[config.mk]
export PLATFORM = sky130hd
export DESIGN_NAME = stepper_phase_sequencer
export DESIGN_NICKNAME = d
export VERILOG_FILES = /design/src/rtl/stepper_pkg.sv /design/src/rtl/lowclock_edge_sync.sv /design/src/rtl/stepper_phase_sequencer.sv
export SDC_FILE = /design/constraint.sdc
export NUM_CORES = 1
export LEC_CHECK = 0
export BUFFER_PORTS_ARGS = -buffer_cell sky130_fd_sc_hd__buf_2
export CAP_MARGIN = 10
export CORE_UTILIZATION = 45
export DETAILED_ROUTE_END_ITERATION = 10
export GPL_ROUTABILITY_DRIVEN = 1
export GPL_TIMING_DRIVEN = 0
export PLACE_DENSITY_LB_ADDON = 0.25
export SYNTH_ARGS = -nofsm -noshare
export SYNTH_HDL_FRONTEND = slang
export SYNTH_SLANG_ARGS = --single-unit
[constraint.sdc]
create_clock -name HighClock -period 2.2 [get_ports HighClock]
set_input_delay 0.22 -clock HighClock [delete_from_list [all_inputs] [get_ports HighClock]]
set_output_delay 0.22 -clock HighClock [all_outputs]
set_load 0.01 [all_outputs]
[src/rtl/stepper_pkg.sv]
// Shared types and constants for the unipolar stepper phase sequencer.
// The phase table is ordered so that index +1 is a half step and +2 is a full step.
package stepper_pkg;

  typedef enum logic [1:0] {
    ST_IDLE   = 2'd0,
    ST_RUN    = 2'd1,
    ST_FINISH = 2'd2
  } state_e;

  localparam logic [2:0] IDX_STEP_HALF = 3'd1;
  localparam logic [2:0] IDX_STEP_FULL = 3'd2;

  // Coil pattern {A,B,C,D}; element 0 is the leftmost entry.
  localparam logic [0:7][3:0] PHASE_TABLE = {
    4'b1000, 4'b1100, 4'b0100, 4'b0110,
    4'b0010, 4'b0011, 4'b0001, 4'b1001
  };

  function automatic logic [3:0] phase_coils(input logic [2:0] idx);
    return PHASE_TABLE[idx];
  endfunction

  // 3-bit arithmetic gives the modulo-8 wrap in both directions.
  function automatic logic [2:0] next_index(input logic [2:0] idx,
                                            input logic       fwd,
                                            input logic       half);
    logic [2:0] inc;
    inc = half ? IDX_STEP_HALF : IDX_STEP_FULL;
    return fwd ? (idx + inc) : (idx - inc);
  endfunction

endpackage

[src/rtl/lowclock_edge_sync.sv]
// Brings the divider's step-rate signal into the system clock domain and
// emits a one-cycle tick per rising edge. SYNC_STAGES must be at least 2.
module lowclock_edge_sync #(
  parameter int SYNC_STAGES = 2
) (
  input  logic clk_i,
  input  logic rst_i,
  input  logic async_i,
  output logic tick_o
);

  logic [SYNC_STAGES-1:0] sync_q;
  logic                   prev_q;

  always_ff @(posedge clk_i or posedge rst_i) begin
    if (rst_i) begin
      sync_q <= '0;
      prev_q <= 1'b0;
    end else begin
      sync_q <= {sync_q[SYNC_STAGES-2:0], async_i};
      prev_q <= sync_q[SYNC_STAGES-1];
    end
  end

  assign tick_o = sync_q[SYNC_STAGES-1] & ~prev_q;

endmodule

[src/rtl/stepper_phase_sequencer.sv]
// Turns step-rate ticks into coil drive for a unipolar stepper, running a
// commanded number of full or half steps under a start/busy/done handshake.
module stepper_phase_sequencer
  import stepper_pkg::*;
#(
  parameter int STEP_W      = 16,
  parameter int SYNC_STAGES = 2
) (
  input  logic              HighClock,
  input  logic              Reset,
  input  logic              LowClock,
  input  logic              Start,
  input  logic              Direction,
  input  logic              HalfStep,
  input  logic [STEP_W-1:0] StepCount,
  input  logic              Abort,
  output logic              Busy,
  output logic              Done,
  output logic              Aborted,
  output logic [3:0]        Coils,
  output logic [STEP_W-1:0] StepsRemaining
);

  localparam logic [STEP_W-1:0] STEPS_ONE  = {{(STEP_W-1){1'b0}}, 1'b1};
  localparam logic [STEP_W-1:0] STEPS_ZERO = {STEP_W{1'b0}};

  state_e            state_q, state_d;
  logic              tick_s;
  logic              dir_q, dir_d;
  logic              half_q, half_d;
  logic [2:0]        index_q, index_d;
  logic [STEP_W-1:0] steps_q, steps_d;
  logic [3:0]        coils_q, coils_d;
  logic              busy_q, busy_d;
  logic              done_q, done_d;
  logic              aborted_q, aborted_d;

  lowclock_edge_sync #(
    .SYNC_STAGES(SYNC_STAGES)
  ) u_sync (
    .clk_i  (HighClock),
    .rst_i  (Reset),
    .async_i(LowClock),
    .tick_o (tick_s)
  );

  always_ff @(posedge HighClock or posedge Reset) begin
    if (Reset) begin
      state_q <= ST_IDLE;
    end else begin
      state_q <= state_d;
    end
  end

  always_comb begin
    state_d = state_q;
    case (state_q)
      ST_IDLE: begin
        if (Start) begin
          state_d = (StepCount == STEPS_ZERO) ? ST_FINISH : ST_RUN;
        end else begin
          state_d = ST_IDLE;
        end
      end
      // Abort wins over a coincident tick.
      ST_RUN: begin
        if (Abort) begin
          state_d = ST_IDLE;
        end else if (tick_s && (steps_q == STEPS_ONE)) begin
          state_d = ST_FINISH;
        end else begin
          state_d = ST_RUN;
        end
      end
      ST_FINISH: state_d = ST_IDLE;
      default:   state_d = ST_IDLE;
    endcase
  end

  always_comb begin
    dir_d     = dir_q;
    half_d    = half_q;
    index_d   = index_q;
    steps_d   = steps_q;
    coils_d   = coils_q;
    busy_d    = (state_d == ST_RUN);
    done_d    = (state_d == ST_FINISH);
    aborted_d = 1'b0;
    case (state_q)
      ST_IDLE: begin
        if (Start) begin
          dir_d   = Direction;
          half_d  = HalfStep;
          steps_d = StepCount;
          coils_d = phase_coils(index_q);
        end else begin
          coils_d = coils_q;
        end
      end
      ST_RUN: begin
        if (Abort) begin
          aborted_d = 1'b1;
        end else if (tick_s) begin
          index_d = next_index(index_q, dir_q, half_q);
          coils_d = phase_coils(next_index(index_q, dir_q, half_q));
          steps_d = steps_q - STEPS_ONE;
        end else begin
          steps_d = steps_q;
        end
      end
      ST_FINISH: coils_d = coils_q;
      default:   coils_d = coils_q;
    endcase
  end

  always_ff @(posedge HighClock or posedge Reset) begin
    if (Reset) begin
      dir_q     <= 1'b0;
      half_q    <= 1'b0;
      index_q   <= 3'd0;
      steps_q   <= STEPS_ZERO;
      coils_q   <= 4'b0000;
      busy_q    <= 1'b0;
      done_q    <= 1'b0;
      aborted_q <= 1'b0;
    end else begin
      dir_q     <= dir_d;
      half_q    <= half_d;
      index_q   <= index_d;
      steps_q   <= steps_d;
      coils_q   <= coils_d;
      busy_q    <= busy_d;
      done_q    <= done_d;
      aborted_q <= aborted_d;
    end
  end

  assign Busy           = busy_q;
  assign Done           = done_q;
  assign Aborted        = aborted_q;
  assign Coils          = coils_q;
  assign StepsRemaining = steps_q;

endmodule

## Word-level counts from Yosys, hierarchy flattened

Memories as Yosys holds them, arrays and structs flattened.
Index checks and enable logic that the tools add are counted.

| cells by class | value |
|---|---|
| magnitude comparators | 2 |
| reduce and logical (&&, ||, !) cells | 7 |
| equality and inequality tests | 7 |
| muxes and demuxes | 21 |
| $add $sub $neg | 3 |
| bitwise gates (word level) | 5 |

Operators by type and width:

| operator | number |
|---|---|
| 16-bit 2-to-1 mux | 3 |
| 16-bit one-hot mux with 2 select lines | 1 |
| 4-bit 2-to-1 mux | 7 |
| 16-bit by 1-bit == test with 1-bit output, second input constant | 1 |
| 16-bit zero test | 1 |
| 16-bit by 1-bit subtractor with 16-bit output, second input constant | 1 |
| 2-bit 2-to-1 mux | 5 |
| 4-bit greater-or-equal comparator, second input constant | 2 |
| 3-bit inverter with 4-bit output | 2 |
| 4-bit one-hot mux with 2 select lines | 1 |
| 2-bit != test, second input constant | 3 |
| 2-bit by 1-bit == test with 1-bit output, second input constant | 2 |
| 2-bit one-hot mux with 2 select lines | 1 |
| 4-bit AND reduction | 1 |
| 3-bit by 2-bit adder with 3-bit output | 1 |
| 3-bit 2-to-1 mux | 1 |
| 3-bit AND reduction | 1 |
| 3-bit by 2-bit subtractor with 3-bit output | 1 |
| 2-bit == test, second input constant | 1 |
| 2-bit zero test | 1 |
| 1-bit 2-to-1 mux | 2 |
| 1-bit inverter | 2 |
| 2-bit AND reduction | 1 |
| 2-bit nonzero test | 1 |
| 2 further kinds | 2 |

| storage, ports and cells | value |
|---|---|
| memories kept | 2 |
| bits in registers | 33 |
| input port bits | 23 |
| output and inout port bits | 23 |
| logic and storage cells | 58 |
| bits in read-only memories | 64 |

Memory list:

| name | depth | width | read ports | clocked after Yosys merged registers in | write ports | RTL line | RTL |
|---|---|---|---|---|---|---|---|
| (name not given) | 8 | 4 | 1 | 0 | 0 | stepper_pkg.sv:21 | `return PHASE_TABLE[idx];` |
| (name not given) | 8 | 4 | 1 | 0 | 0 | stepper_pkg.sv:21 |  |

## Depth between registers and ports, before layout

Gate-level depths: netlist of run 1.

| depth | value |
|---|---|
| depth in word-level cells | 10 |
| mapped depth | 7 |
| depth with buffers taken out | 6 |

## By module

Synthesis of run 1 repeated with hierarchy kept, for this count alone.

| second synthesis, totals | value |
|---|---|
| cell total of the unflattened synthesis | 193 |
| area, all modules | 1861.8 sq um |

By module, submodules not included:

| module | area an instance (sq um) | seq. area each (sq um) | times used | cells an instance |
|---|---|---|---|---|
| stepper_phase_sequencer | 1769.2 | 750.7 | 1 | 188 |
| lowclock_edge_sync | 92.6 | 75.1 | 1 | 5 |

## Least setup slack after synthesis of run 1

Ideal clock, no wire load.

| timing path | value |
|---|---|
| kind | flip-flop to flip-flop |
| from | register steps_q[0], in the netlist StepsRemaining[0] |
| to | register steps_q[14], in the netlist StepsRemaining[14] |
| cell stages (with the launch flop) | 8 |
| path slack | -43 ps |
| arrival | 2107 ps |
| clock period less this slack | 2243 ps |
| library setup time | 136 ps |
| path buffers | 1 |
| required time | 2064 ps |
| cells stage by stage | dfrtp_1 inv_1 ha_1 or4b_1 buf_2 or4_4 o311ai_1 nand3_1 |

| between the ends | value |
|---|---|
| word-level cells in the longest chain between the ends | 4 |

RTL lines:

| item | RTL line | RTL |
|---|---|---|
| start, declared | stepper_phase_sequencer.sv:32 | `logic [STEP_W-1:0] steps_q, steps_d;` |
| start signal, assigned | stepper_phase_sequencer.sv:130 | `steps_q <= steps_d;` |
| 16-bit by 1-bit subtractor with 16-bit output | stepper_phase_sequencer.sv:106 | `steps_d = steps_q - STEPS_ONE;` |
| 16-bit 2-to-1 mux | stepper_phase_sequencer.sv:103 | `end else if (tick_s) begin` |
| 16-bit 2-to-1 mux | stepper_phase_sequencer.sv:101 | `if (Abort) begin` |
| 16-bit one-hot mux with 2 select lines | stepper_phase_sequencer.sv:89 | `case (state_q)` |

No other way between the ends. The select of a mux whose other input is x is not followed.
A chain may end at the register's enable or synchronous reset.

## Worst setup path in the final report of run 1

| timing path | value |
|---|---|
| from | register steps_q[7], in the netlist StepsRemaining[7] |
| to | register steps_q[14], in the netlist StepsRemaining[14] |

Same word-level chain as after synthesis.

==> metrics.md, run 1 <==
| Metric | Value |
|---|---|
| Slowest cell delay on critical path | `between 0.5 and 0.6 ns` |
| Number of enable-type register cells in the synthesized netlist | `0` |
| Layout-stage area growth over the synthesis result | `27.46%` |
| Net Count, Synth | `between 200 and 250` |
| Length of the first detailed-routing pass in iterations | `4` |
| Clock Sink Count | `33` |
| Fraction of registers with async set/reset | `100.0%` |
| Clock tree from TritonCTS | `yes` |
| Port bufs | `45` |
| Crit Path Category | `reg -> reg` |
| Sequential area share after synthesis | `43.56%` |
| GRT overflow | `0` |
| Most Crowded Layer GR | `met2` |
| Post-synthesis mux area share | `approximately 4.6%` |
| Area of the placeable core | `about 4000 um2` |
| Cell area power density | `~1200 nW/um2` |
| Clk Latency, worst-skew pair | `~0.29 ns` |
| Clock buffer count from CTS | `5` |
| Worst R2R Setup Slack | `approximately 0.08 ns` |
| Maximum number of buffers from clock root to sink | `2` |
| Site Rows | `23` |
| Gpl congestion | `slightly below 1` |
| Number of DRC markers in iteration 0 | `126` |
| Data required time of the critical path | `approximately 2.4 ns` |
| Final count of negative-setup-slack endpoints | `0` |
| Fraction of layout cells with a size suffix above 1 | `31.27%` |
| PnR Total Power | `just under 3 mW` |
| Dpl cell area | `about 2200 um2` |
| Fin Setup TNS | `0 ns` |
| Fraction of the mapped netlist area in simple logic gates | `a little under a quarter` |
| Arr. time, crit path | `~2.3 ns` |
| Mapped Area | `approximately 1900 um2` |
| Hold Path Depth | `1` |
| Area share of fa/ha/maj cells after synthesis | `between 3 and 4%` |
| Final net count | `between 200 and 300` |
| Post-Syn Instances | `202` |
| Number of global-route vias before repair | `approximately 1800` |
| Startpoint type of the worst setup path | `flop` |
| Die Ht | `around 67 um` |
| Post-synthesis cell type count | `45` |
| Sequence of cells on the critical path | `or4_1, or4_4, o311ai_2, nand3_1` |
| Wire length of the first global-routing pass | `about 8.5 mm` |
| Met2 capacity usage during global routing | `41.16%` |
| Static Leakage | `roughly 1.0 nW` |
| Initial antenna violation count | `0` |
| Number of endpoints with negative hold slack in the final report | `0` |
| Levels on crit path | `4` |
| HPWL after detailed placement | `3.678 mm` |
| Peak VDD IR | `556.3 uV` |
| N_diodes | `0` |
| Final slew viol count | `0` |
| Number of max-cap violations | `0` |
| Boundary Pins | `46` |
| Destination of the worst register-to-register timing path | `StepsRemaining[14]$_DFFE_PP0P_` |
| Tcrit/Tclk final | `96.35%` |
| WP buf/inv | `0` |
| Worst Reg-to-Reg Cells | `4` |
| Worst-case hold path end point | `u_sync.sync_q[0]$_DFF_PP0_` |
| Clock transition time at the flip-flop clock pins of the worst setup and hold paths | `0.07 ns` |
| Maximum number of pins on one net before global-route repair | `21` |
| Root buffer selected by CTS | `clkbuf_8` |
| Final standard cell area without fillers | `2416 um2` |
| Wire length per cell after detailed routing | `16.67 um` |
| Maximum net fanout on the critical path | `8` |
| Hold wc startpoint | `LowClock` |
| Commonest non-fill, non-tap cell in the layout | `buf_2` |
| Global-route track usage on met3 | `7.534%` |
| Nature of the critical path endpoint | `flop` |
| Final core utilization | `59.97%` |
| Worst min-delay path class | `in -> reg` |
| Starting density of the core | `between 40 and 50%` |
| H-tree lvl count | `2` |
| Post-synthesis average cell area | `approximately 9.4 um2` |
| Compound-gate portion of the synthesized area | `around a fifth` |
| Cell family with the largest share of critical-path delay | `simple AND/OR/NAND/NOR gates` |
| Skew final | `0.007917 ns` |
| Xor and xnor area share after synthesis | `under 10%` |
| GRT Resource Usage Total | `26.11%` |
| Final-layout fill cell count | `363` |
| Transition time at the pin with the least slew margin | `approximately 0.6 ns` |
| Status | `complete, no violations` |
| Main combinational cell family by area after synthesis | `simple AND/OR/NAND/NOR gates` |
| Reg2Reg Launch Point | `StepsRemaining[7]$_DFFE_PP0P_` |
| Main flop type after synthesis | `dfrtp_1` |
| Most frequent cells in the layout | `45 x buf_2, 31 x dfrtp_1, 17 x nand2_1` |
| Via Count | `between 1500 and 2000` |
| Residual DRC | `0` |
| Horizontal extent of the die | `~67 um` |
| Number of warnings reported in the yosys synthesis log | `0` |
| Total wirelength of the detailed-routed design | `5.150 mm` |
| Number of storage elements in the synthesis netlist | `33` |
| Area enclosed by the die boundary | `~4500 um2` |
| RSZ-0062 raised after global routing | `no` |
| GR Util met1 | `32.84%` |
| Via-per-instance ratio | `5.951` |
| Number of nets with antenna violations after detailed routing | `0` |
| Worst relative slew slack | `approximately three fifths` |
| Max frequency | `approximately 470 MHz` |
| Fin crit period | `2.120 ns` |
| Critical path's slowest cell | `or4_1` |
-- routing by layer --
layer	wire, um	up-vias
met5	0	-
met3	332	11
met2	2479	66
met4	104	0
met1	2234	879
li1	-	883
-- synth_stat cells (4+ instances only) --
| cell | number | area share [%] |
|---|---|---|
| dfrtp_1 | 33 | 44 |
| nand2_1 | 17 | 3.4 |
| a21oi_1 | 14 | 3.7 |
| nor2_1 | 14 | 2.8 |
| o21ai_0 | 13 | 3.4 |
| clkbuf_1 | 10 | 2.0 |
| nand3_1 | 7 | 1.8 |
| nor3_1 | 7 | 1.8 |
| nor4_1 | 7 | 2.3 |
| mux2_2 | 6 | 3.6 |
| nand2b_1 | 5 | 1.7 |
| nand4_1 | 5 | 1.7 |
| a22oi_1 | 4 | 1.6 |
| inv_1 | 4 | 0.79 |
| nor2b_1 | 4 | 1.3 |
| o211ai_1 | 4 | 1.6 |
-- state kept, by name, summed over array words and instances (netlist names) --
name,cells
dir_q,1
state_q,2
Aborted,1
Coils,4
u_sync.sync_q,2
half_q,1
Done,1
Busy,1
StepsRemaining,16
index_q,3
u_sync.prev_q,1
-- power breakdown --
group	internal [mW]	switching (mW)
Combinational	0.585	0.666
Sequential	0.804	0.267
Clock	0.369	0.227
-- how the worst max path moves through the flow --
stage	slack, ns	start	endpoint
after detailed placement	-0.09	StepsRemaining[1]$_DFFE_PP0P_	StepsRemaining[10]$_DFFE_PP0P_
after CTS	0.003	StepsRemaining[0]$_DFFE_PP0P_	StepsRemaining[10]$_DFFE_PP0P_
final	0.08	StepsRemaining[7]$_DFFE_PP0P_	StepsRemaining[14]$_DFFE_PP0P_
after floorplan	0.006	StepsRemaining[1]$_DFFE_PP0P_	StepsRemaining[14]$_DFFE_PP0P_
after global placement	-0.07	StepsRemaining[1]$_DFFE_PP0P_	StepsRemaining[14]$_DFFE_PP0P_
after global routing	0.005	StepsRemaining[7]$_DFFE_PP0P_	StepsRemaining[14]$_DFFE_PP0P_
-- cells by family (layout without fill, tap and decap cells) --
| family | count (synthesis) | after routing |
|---|---|---|
| muxes | 8 | 8 |
| DFF | 33 | 33 |
| AOI/OAI and AO/OA | 59 | 59 |
| adders and majority gates | 4 | 4 |
| and+or+nand+nor | 82 | 82 |
| buffers and inverters | 15 | 72 |
| xor gates and xnor gates | 1 | 1 |
-- through the flow --
step,instances,worst slack (ns),hold slack [ns]
global route,309,0.004802,0.02954
finish,309,0.08034,0.04003
CTS,309,0.002682,0.02849
detailed placement,298,-0.08629,0.3183
floorplan,202,0.006237,0.2514
global placement,297,-0.07446,0.3304
-- layout make-up --
class,instances,area (um2),share of cell area [%]
multi-input cells,154,1069,44.23
flip-flops and latches,33,828.3,34.28
repair buffers,50,285.3,11.81
clock buffers,7,86.33,3.573
well taps,50,62.56,2.589
plain buffers,10,40.04,1.657
clock inverters,1,30.03,1.243
inverters,4,15.01,0.6214
-- repair_timing --
action / 4_1_cts / 5_1_grt
setup endpoints to repair: 3 / 7
hold endpoints to repair: 7 / 0
pin swaps: 2 / 3
buffers inserted: 2 / 1
gates resized for setup: 3 / 11
hold buffers: 1 / 0
No activity file was read; power rests on OpenSTA's default activity.
==> run 2: changes to the inputs <==
--- a/config.mk
+++ b/config.mk
@@ -5,7 +5,7 @@
 export SDC_FILE = /design/constraint.sdc
 export NUM_CORES = 1
 export LEC_CHECK = 0
-export BUFFER_PORTS_ARGS = -buffer_cell sky130_fd_sc_hd__buf_2
+export BUFFER_PORTS_ARGS = -buffer_cell sky130_fd_sc_hd__buf_4
 export CAP_MARGIN = 10
 export CORE_UTILIZATION = 45
 export DETAILED_ROUTE_END_ITERATION = 10
==> run 2 against run 1 <==
Net effect: the flow now finishes with violations (negative hold slack); sequential power about the same; core utilization up 1.2 points; critical path depth up 2; die area unchanged; worst setup slack better by 0.011 ns; first-iteration DRC count up 39%; sequential share of layout area down 0.73 points; final cell count down 0.65%; largest cell class unchanged; highest routed layer unchanged.
==> metrics.md, run 2 (same netlist as run 1, synthesis figures left out) <==
| Metric | Value |
|---|---|
| Status | `complete, but fails checks` |
| Violations in the final reports | `negative hold slack` |
| Multi-input gate area in the final layout | `1061 um2` |
| Number of max-cap violations | `0` |
| Die Ht | `~67 um` |
| Final-layout fill cell count | `about 360` |
| Clock Sink Count | `33` |
| Share of total power in the clock network | `around 16%` |
| Final core utilization | `between 60% and 70%` |
| Flip-flop count of the largest register, all copies and words added | `16` |
| Sequence of cells on the critical path | `inv_2, ha_4, or4b_4, or4b_4, a21oi_2, a2bb2oi_2` |
| Layout-stage area growth over the synthesis result | `30.03%` |
| Maximum net fanout on the critical path | `7` |
| GRT overflow | `0` |
| Fraction of layout cells with a size suffix above 1 | `between 20 and 30%` |
| Clk Latency, worst-skew pair | `roughly 0.28 ns` |
| Port bufs | `45` |
| Crit Path Category | `reg -> reg` |
| Nature of the critical path endpoint | `flop` |
| Startpoint type of the worst setup path | `flop` |
| N_diodes | `0` |
| Number of DRC markers in iteration 0 | `about 180` |
| H-tree lvl count | `2` |
| Transition time at the pin with the least slew margin | `about 0.59 ns` |
| Cell area power density | `roughly 1100 nW/um2` |
| Total wirelength of the detailed-routed design | `~5.3 mm` |
| Worst relative slew slack | `between 60% and 70%` |
| Most frequent cell on the critical path | `or4b_4` |
| Area of the placeable core | `4029 um2` |
| Slowest cell delay on critical path | `0.56 ns` |
| GRT Resource Usage Total | `~26%` |
| Root buffer selected by CTS | `clkbuf_8` |
| Critical path's slowest cell | `or4b_4` |
| Wire length per cell after detailed routing | `17.16 um` |
| Residual DRC | `0` |
| Final slew viol count | `0` |
| Starting density of the core | `a little under half` |
| Length of the first detailed-routing pass in iterations | `5` |
| Worst min-delay path class | `in -> async` |
| Final count of negative-setup-slack endpoints | `0` |
| Number of buffers inserted for hold repair after clock tree synthesis | `0` |
| Initial antenna violation count | `0` |
| Net switching power | `roughly 1.1 mW` |
| Number of global-route vias before repair | `between 1500 and 2000` |
| Final net count | `283` |
| HPWL after detailed placement | `approximately 3.8 mm` |
| Horizontal extent of the die | `66.90 um` |
| Tcrit/Tclk final | `approximately 96%` |
| Skew final | `0.005202 ns` |
| Maximum number of pins on one net before global-route repair | `23` |
| Arr. time, crit path | `approximately 2.3 ns` |
| Boundary Pins | `46` |
| Place WS | `-0.07537 ns` |
| Clock buffer count from CTS | `5` |
| Maximum number of buffers from clock root to sink | `2` |
| Static Leakage | `about 1.0 nW` |
| Clock tree from TritonCTS | `yes` |
| Fin crit period | `between 2 and 2.5 ns` |
| PnR Total Power | `2.828 mW` |
| Wire length of the first global-routing pass | `roughly 8.4 mm` |
| Internal power | `1.691 mW` |
| Final standard cell area without fillers | `2465 um2` |
| RSZ-0062 raised after global routing | `no` |
| Site Rows | `23` |
| Clock transition time at the flip-flop clock pins of the worst setup and hold paths | `about 0.07 ns` |
| Max frequency | `474.3 MHz` |
| Most frequent cells in the layout | `47 x buf_4, 32 x dfrtp_1, 17 x nand2_1` |
| Commonest non-fill, non-tap cell in the layout | `buf_4` |
| Via Count | `1901` |
| Share of total power in sequential cells | `between 30% and 40%` |
| Via-per-instance ratio | `between 6 and 7` |
| Switching part of the total | `40.21%` |
| Register Area | `approximately 830 um2` |
| Peak VDD IR | `between 600 and 700 uV` |
| Data required time of the critical path | `about 2.4 ns` |
| Number of endpoints with negative hold slack in the final report | `11` |
| Part of the total power dissipated in combinational logic | `a little under half` |
| Worst setup margin | `approximately 0.091 ns` |
| Area enclosed by the die boundary | `around 4500 um2` |
| Number of nets with antenna violations after detailed routing | `0` |
| Dpl cell area | `2337 um2` |
| Gpl congestion | `between 0.9 and 1` |
| Worst hold margin | `-0.004678 ns` |
| Fin Setup TNS | `0 ns` |
-- run 2: changes by cell type in the layout (fill, tap and decap cells not counted) --
cell / delta
o22ai_2: +1
clkbuf_8: -1
clkbuf_2: -1
dfrtp_2: -1
dfrtp_1: +1
dlygate4sd3_1: -1
buf_2: -45
o22ai_4: -1
clkbuf_1: +3
buf_4: +44
bufinv_16: -1
-- run 2: worst max-delay path, delay by kind of cell, from the launching register on --
kind                     cells  cell delay [ns]
AO/OA/AOI/OAI                2             0.30
adder cells (fa/ha/maj)      1             0.15
buffers and inverters        1             0.08
flip-flops                   1             0.42
AND/OR/NAND/NOR              2             1.08
-- run 2: power groups by stage --
stage	Clock (mW)	Sequential (mW)	Combinational, mW
5_1_grt	0.472	1.10	1.47
6_report	0.441	1.07	1.32
3_5_place_dp	0	1.08	1.25
4_1_cts	0.448	1.06	1.31
2_1_floorplan	0	1.09	0.737
3_3_place_gp	0	1.07	1.22
-- run 2: final timing paths --
kind	to	cells after the start	slack, ns	startpoint
worst max-delay path	StepsRemaining[10]$_DFFE_PP0P_	6	0.09	StepsRemaining[0]$_DFFE_PP0P_
worst min-delay path	Busy$_DFF_PP0_	2	-0.005	Reset
worst max register to register	StepsRemaining[10]$_DFFE_PP0P_	6	0.09	StepsRemaining[0]$_DFFE_PP0P_
worst min register to register	u_sync.sync_q[1]$_DFF_PP0_	0	0.36	u_sync.sync_q[0]$_DFF_PP0_
max in group asynchronous	StepsRemaining[11]$_DFFE_PP0P_	3	1.69	Reset
min in group HighClock	u_sync.sync_q[0]$_DFF_PP0_	1	0.05	LowClock
-- run 2: through the flow --
| stage | hold slack, ns | std cells |
|---|---|---|
| floorplan | 0.2514 | 202 |
| global placement | 0.3310 | 297 |
| detailed placement | 0.3112 | 298 |
| CTS | 0.006562 | 308 |
| global route | 0.01841 | 307 |
| finish | -0.004678 | 307 |
-- run 2: routing by layer --
| layer | part of all wire [%] | global-route usage, % | vias up |
|---|---|---|---|
| met1 | 43 | 34.20 | 938 |
| li1 | - | - | 876 |
| met4 | 1.6 | 9.309 | 0 |
| met2 | 49 | 41.54 | 77 |
| met5 | 0 | 0 | - |
| met3 | 6.6 | 5.479 | 10 |
-- run 2: timing repair --
action,in CTS,in global routing
pin swaps,2,2
setup endpoints to repair,3,8
gates resized for setup,2,8
gates cloned,0,0
setup buffers,2,0
-- run 2: cell type report --
cell class / count / area share [%]
Buffer: 10 / 1.574
Clock buffer: 8 / 3.249
Inverter: 4 / 0.6091
Multi-Input combinational cell: 154 / 43.05
Sequential cell: 33 / 33.55
Tap cell: 50 / 2.538
Timing Repair Buffer: 48 / 15.43
==> run 3: changes to the inputs <==
--- a/config.mk
+++ b/config.mk
@@ -7,6 +7,7 @@
 export LEC_CHECK = 0
 export BUFFER_PORTS_ARGS = -buffer_cell sky130_fd_sc_hd__buf_4
 export CAP_MARGIN = 10
+export CORE_ASPECT_RATIO = 0.75
 export CORE_UTILIZATION = 45
 export DETAILED_ROUTE_END_ITERATION = 10
 export GPL_ROUTABILITY_DRIVEN = 1
==> run 3 against run 2 <==
Net effect: the run now ends clean; critical path depth is the same; clock skew increased by 0.0059 ns; worst setup slack got worse by 0.088 ns; via count is 3.5% lower; flip-flop and latch count unchanged; critical path type unchanged; highest routed layer unchanged.
==> metrics.md, run 3 (same netlist as run 1, synthesis figures left out) <==
| Metric | Value |
|---|---|
| Number of nets with antenna violations after detailed routing | `0` |
| Initial antenna violation count | `0` |
| Nature of the critical path endpoint | `flop` |
| Length of the first detailed-routing pass in iterations | `4` |
| WP buf/inv | `1` |
| Data required time of the critical path | `2.36 ns` |
| Most frequent cells in the layout | `48 x buf_4, 32 x dfrtp_1, 17 x nand2_1` |
| Layout-stage area growth over the synthesis result | `31.29%` |
| Starting density of the core | `46.76%` |
| Clock transition time at the flip-flop clock pins of the worst setup and hold paths | `0.07 ns` |
| Clock Sink Count | `33` |
| Status | `complete, no violations` |
| Maximum number of pins on one net before global-route repair | `24` |
| Sequence of cells on the critical path | `inv_2, ha_4, or4b_4, or4_4, o311ai_4, nand3_1` |
| Internal power | `1.716 mW` |
| Root buffer selected by CTS | `clkbuf_8` |
| Area of the placeable core | `just over 4000 um2` |
| Maximum net fanout on the critical path | `6` |
| Fin crit period | `around 2.2 ns` |
| Peak VDD IR | `between 600 and 700 uV` |
| Area enclosed by the die boundary | `4479 um2` |
| Arr. time, crit path | `~2.4 ns` |
| Clk Latency, worst-skew pair | `between 0.2 and 0.3 ns` |
| Static Leakage | `1.041 nW` |
| Cell family with the largest share of critical-path delay | `simple AND/OR/NAND/NOR gates` |
| HPWL after detailed placement | `between 3 and 4 mm` |
| Clock buffer count from CTS | `5` |
| RSZ-0062 raised after global routing | `yes` |
| Worst-case hold path end point | `u_sync.sync_q[0]$_DFF_PP0_` |
| Total wirelength of the detailed-routed design | `about 5.2 mm` |
| Share of total power in the clock network | `between 10% and 20%` |
| Part of the total power dissipated in combinational logic | `a little under half` |
| Startpoint type of the worst setup path | `flop` |
| Reg2Reg Launch Point | `StepsRemaining[0]$_DFFE_PP0P_` |
| Number of max-cap violations | `0` |
| Boundary Pins | `46` |
| Clock tree from TritonCTS | `yes` |
| Worst Reg-to-Reg Cells | `6` |
| Worst hold margin | `approximately 0.038 ns` |
| Crit Path Category | `reg -> reg` |
| Net switching power | `between 1 and 1.5 mW` |
| Horizontal extent of the die | `76.95 um` |
| Final core utilization | `between 60% and 70%` |
| Worst min-delay path class | `in -> reg` |
| Max frequency | `roughly 460 MHz` |
| Worst R2R Setup Slack | `between 0.003 and 0.004 ns` |
| GRT Resource Usage Total | `between 20% and 30%` |
| Wire length per cell after detailed routing | `around 17 um` |
| Slowest cell delay on critical path | `roughly 0.58 ns` |
| Tcrit/Tclk final | `around 100%` |
| Share of total power in sequential cells | `between 30% and 40%` |
| Hold wc startpoint | `LowClock` |
| Residual DRC | `0` |
| Maximum number of buffers from clock root to sink | `2` |
| Wire length of the first global-routing pass | `between 8 and 9 mm` |
| GRT overflow | `0` |
| Cell area power density | `between 1000 and 1500 nW/um2` |
| Hold Path Depth | `1` |
| Final count of negative-setup-slack endpoints | `0` |
| Final net count | `~290` |
| Skew final | `approximately 0.011 ns` |
| Final slew viol count | `0` |
| Commonest non-fill, non-tap cell in the layout | `buf_4` |
| Flip-flop count of the largest register, all copies and words added | `16` |
| Worst relative slew slack | `58.60%` |
| N_diodes | `0` |
| Port bufs | `45` |
| Number of endpoints with negative hold slack in the final report | `0` |
| Critical path's slowest cell | `or4_4` |
| Transition time at the pin with the least slew margin | `between 0.6 and 0.7 ns` |
| Number of global-route vias before repair | `~1600` |
| Switching part of the total | `between 40% and 50%` |
| H-tree lvl count | `2` |
| Gpl congestion | `0.8623` |
| Die Ht | `~58 um` |
| Site Rows | `20` |
| Fraction of layout cells with a size suffix above 1 | `29.07%` |
| Via-per-instance ratio | `5.859` |
| Number of DRC markers in iteration 0 | `~160` |
| Destination of the worst register-to-register timing path | `StepsRemaining[14]$_DFFE_PP0P_` |
| Via Count | `roughly 1800` |
[run 3: cell types whose count changed in the layout (fill, tap and decap cells not counted), sizes merged]
cell         change
dlygate4sd3      +1
clkbuf           -1
buf              +1
[run 3: final cells by class]
| class | count | area, um2 |
|---|---|---|
| well taps | 55 | 68.82 |
| flip-flops and latches | 33 | 827.0 |
| fillers | 344 | 1565 |
| clock buffers | 7 | 86.33 |
| repair buffers | 50 | 397.9 |
| inverters | 4 | 15.01 |
| plain buffers | 10 | 38.79 |
| multi-input cells | 154 | 1055 |
[run 3: repair_timing]
item | CTS | global route
hold buffers | 1 | 0
endpoints found under the hold margin | 10 | 0
buffers inserted | 2 | 1
pin swaps | 1 | 4
resized for setup | 2 | 6
cloned | 0 | 0
setup endpoints to repair | 5 | 3
[run 3: per-layer routing]
metal	vias to the layer above	part of all wire, %	GRT usage, %
met5	-	0	0
met4	0	1.7	8.516
met3	9	7.9	8.504
met2	82	43	33.67
met1	869	48	37.73
li1	874	-	-
[run 3: power groups by stage]
stage,Combinational (mW),Clock (mW),Sequential [mW]
floorplan,0.737,0,1.09
global placement,1.23,0,1.07
detailed placement,1.24,0,1.08
CTS,1.29,0.469,1.06
global route,1.44,0.508,1.11
finish,1.32,0.468,1.08
[run 3: worst max-delay path by stage]
stage / startpoint / to / slack (ns) / cells after the start
global route: StepsRemaining[0]$_DFFE_PP0P_ / StepsRemaining[14]$_DFFE_PP0P_ / -0.04 / 6
floorplan: StepsRemaining[1]$_DFFE_PP0P_ / StepsRemaining[14]$_DFFE_PP0P_ / 0.006 / 7
finish: StepsRemaining[0]$_DFFE_PP0P_ / StepsRemaining[14]$_DFFE_PP0P_ / 0.003 / 6
CTS: StepsRemaining[0]$_DFFE_PP0P_ / StepsRemaining[14]$_DFFE_PP0P_ / 0.004 / 7
detailed placement: StepsRemaining[1]$_DFFE_PP0P_ / StepsRemaining[14]$_DFFE_PP0P_ / -0.04 / 7
global placement: StepsRemaining[1]$_DFFE_PP0P_ / StepsRemaining[14]$_DFFE_PP0P_ / -0.04 / 7
[run 3: worst reg2reg max path, cell delays in order, from the launching register on]
cell,delay (ns)
dfrtp_2,0.41
inv_2,0.08
ha_4,0.14
or4b_4,0.52
or4_4,0.58
o311ai_4,0.23
nand3_1,0.11
[run 3: per-stage QoR]
stage | setup TNS, ns | worst slack, ns | power (mW) | area, um2 | cells
finish | 0 | 0.003066 | 2.870 | 2489 | 313
global route | -0.04498 | -0.04498 | 3.058 | 2489 | 313
CTS | 0 | 0.003781 | 2.814 | 2464 | 313
detailed placement | -0.1585 | -0.03910 | 2.323 | 2344 | 303
global placement | -0.07046 | -0.03527 | 2.295 | 2316 | 302
floorplan | 0 | 0.006237 | 1.829 | 1909 | 202
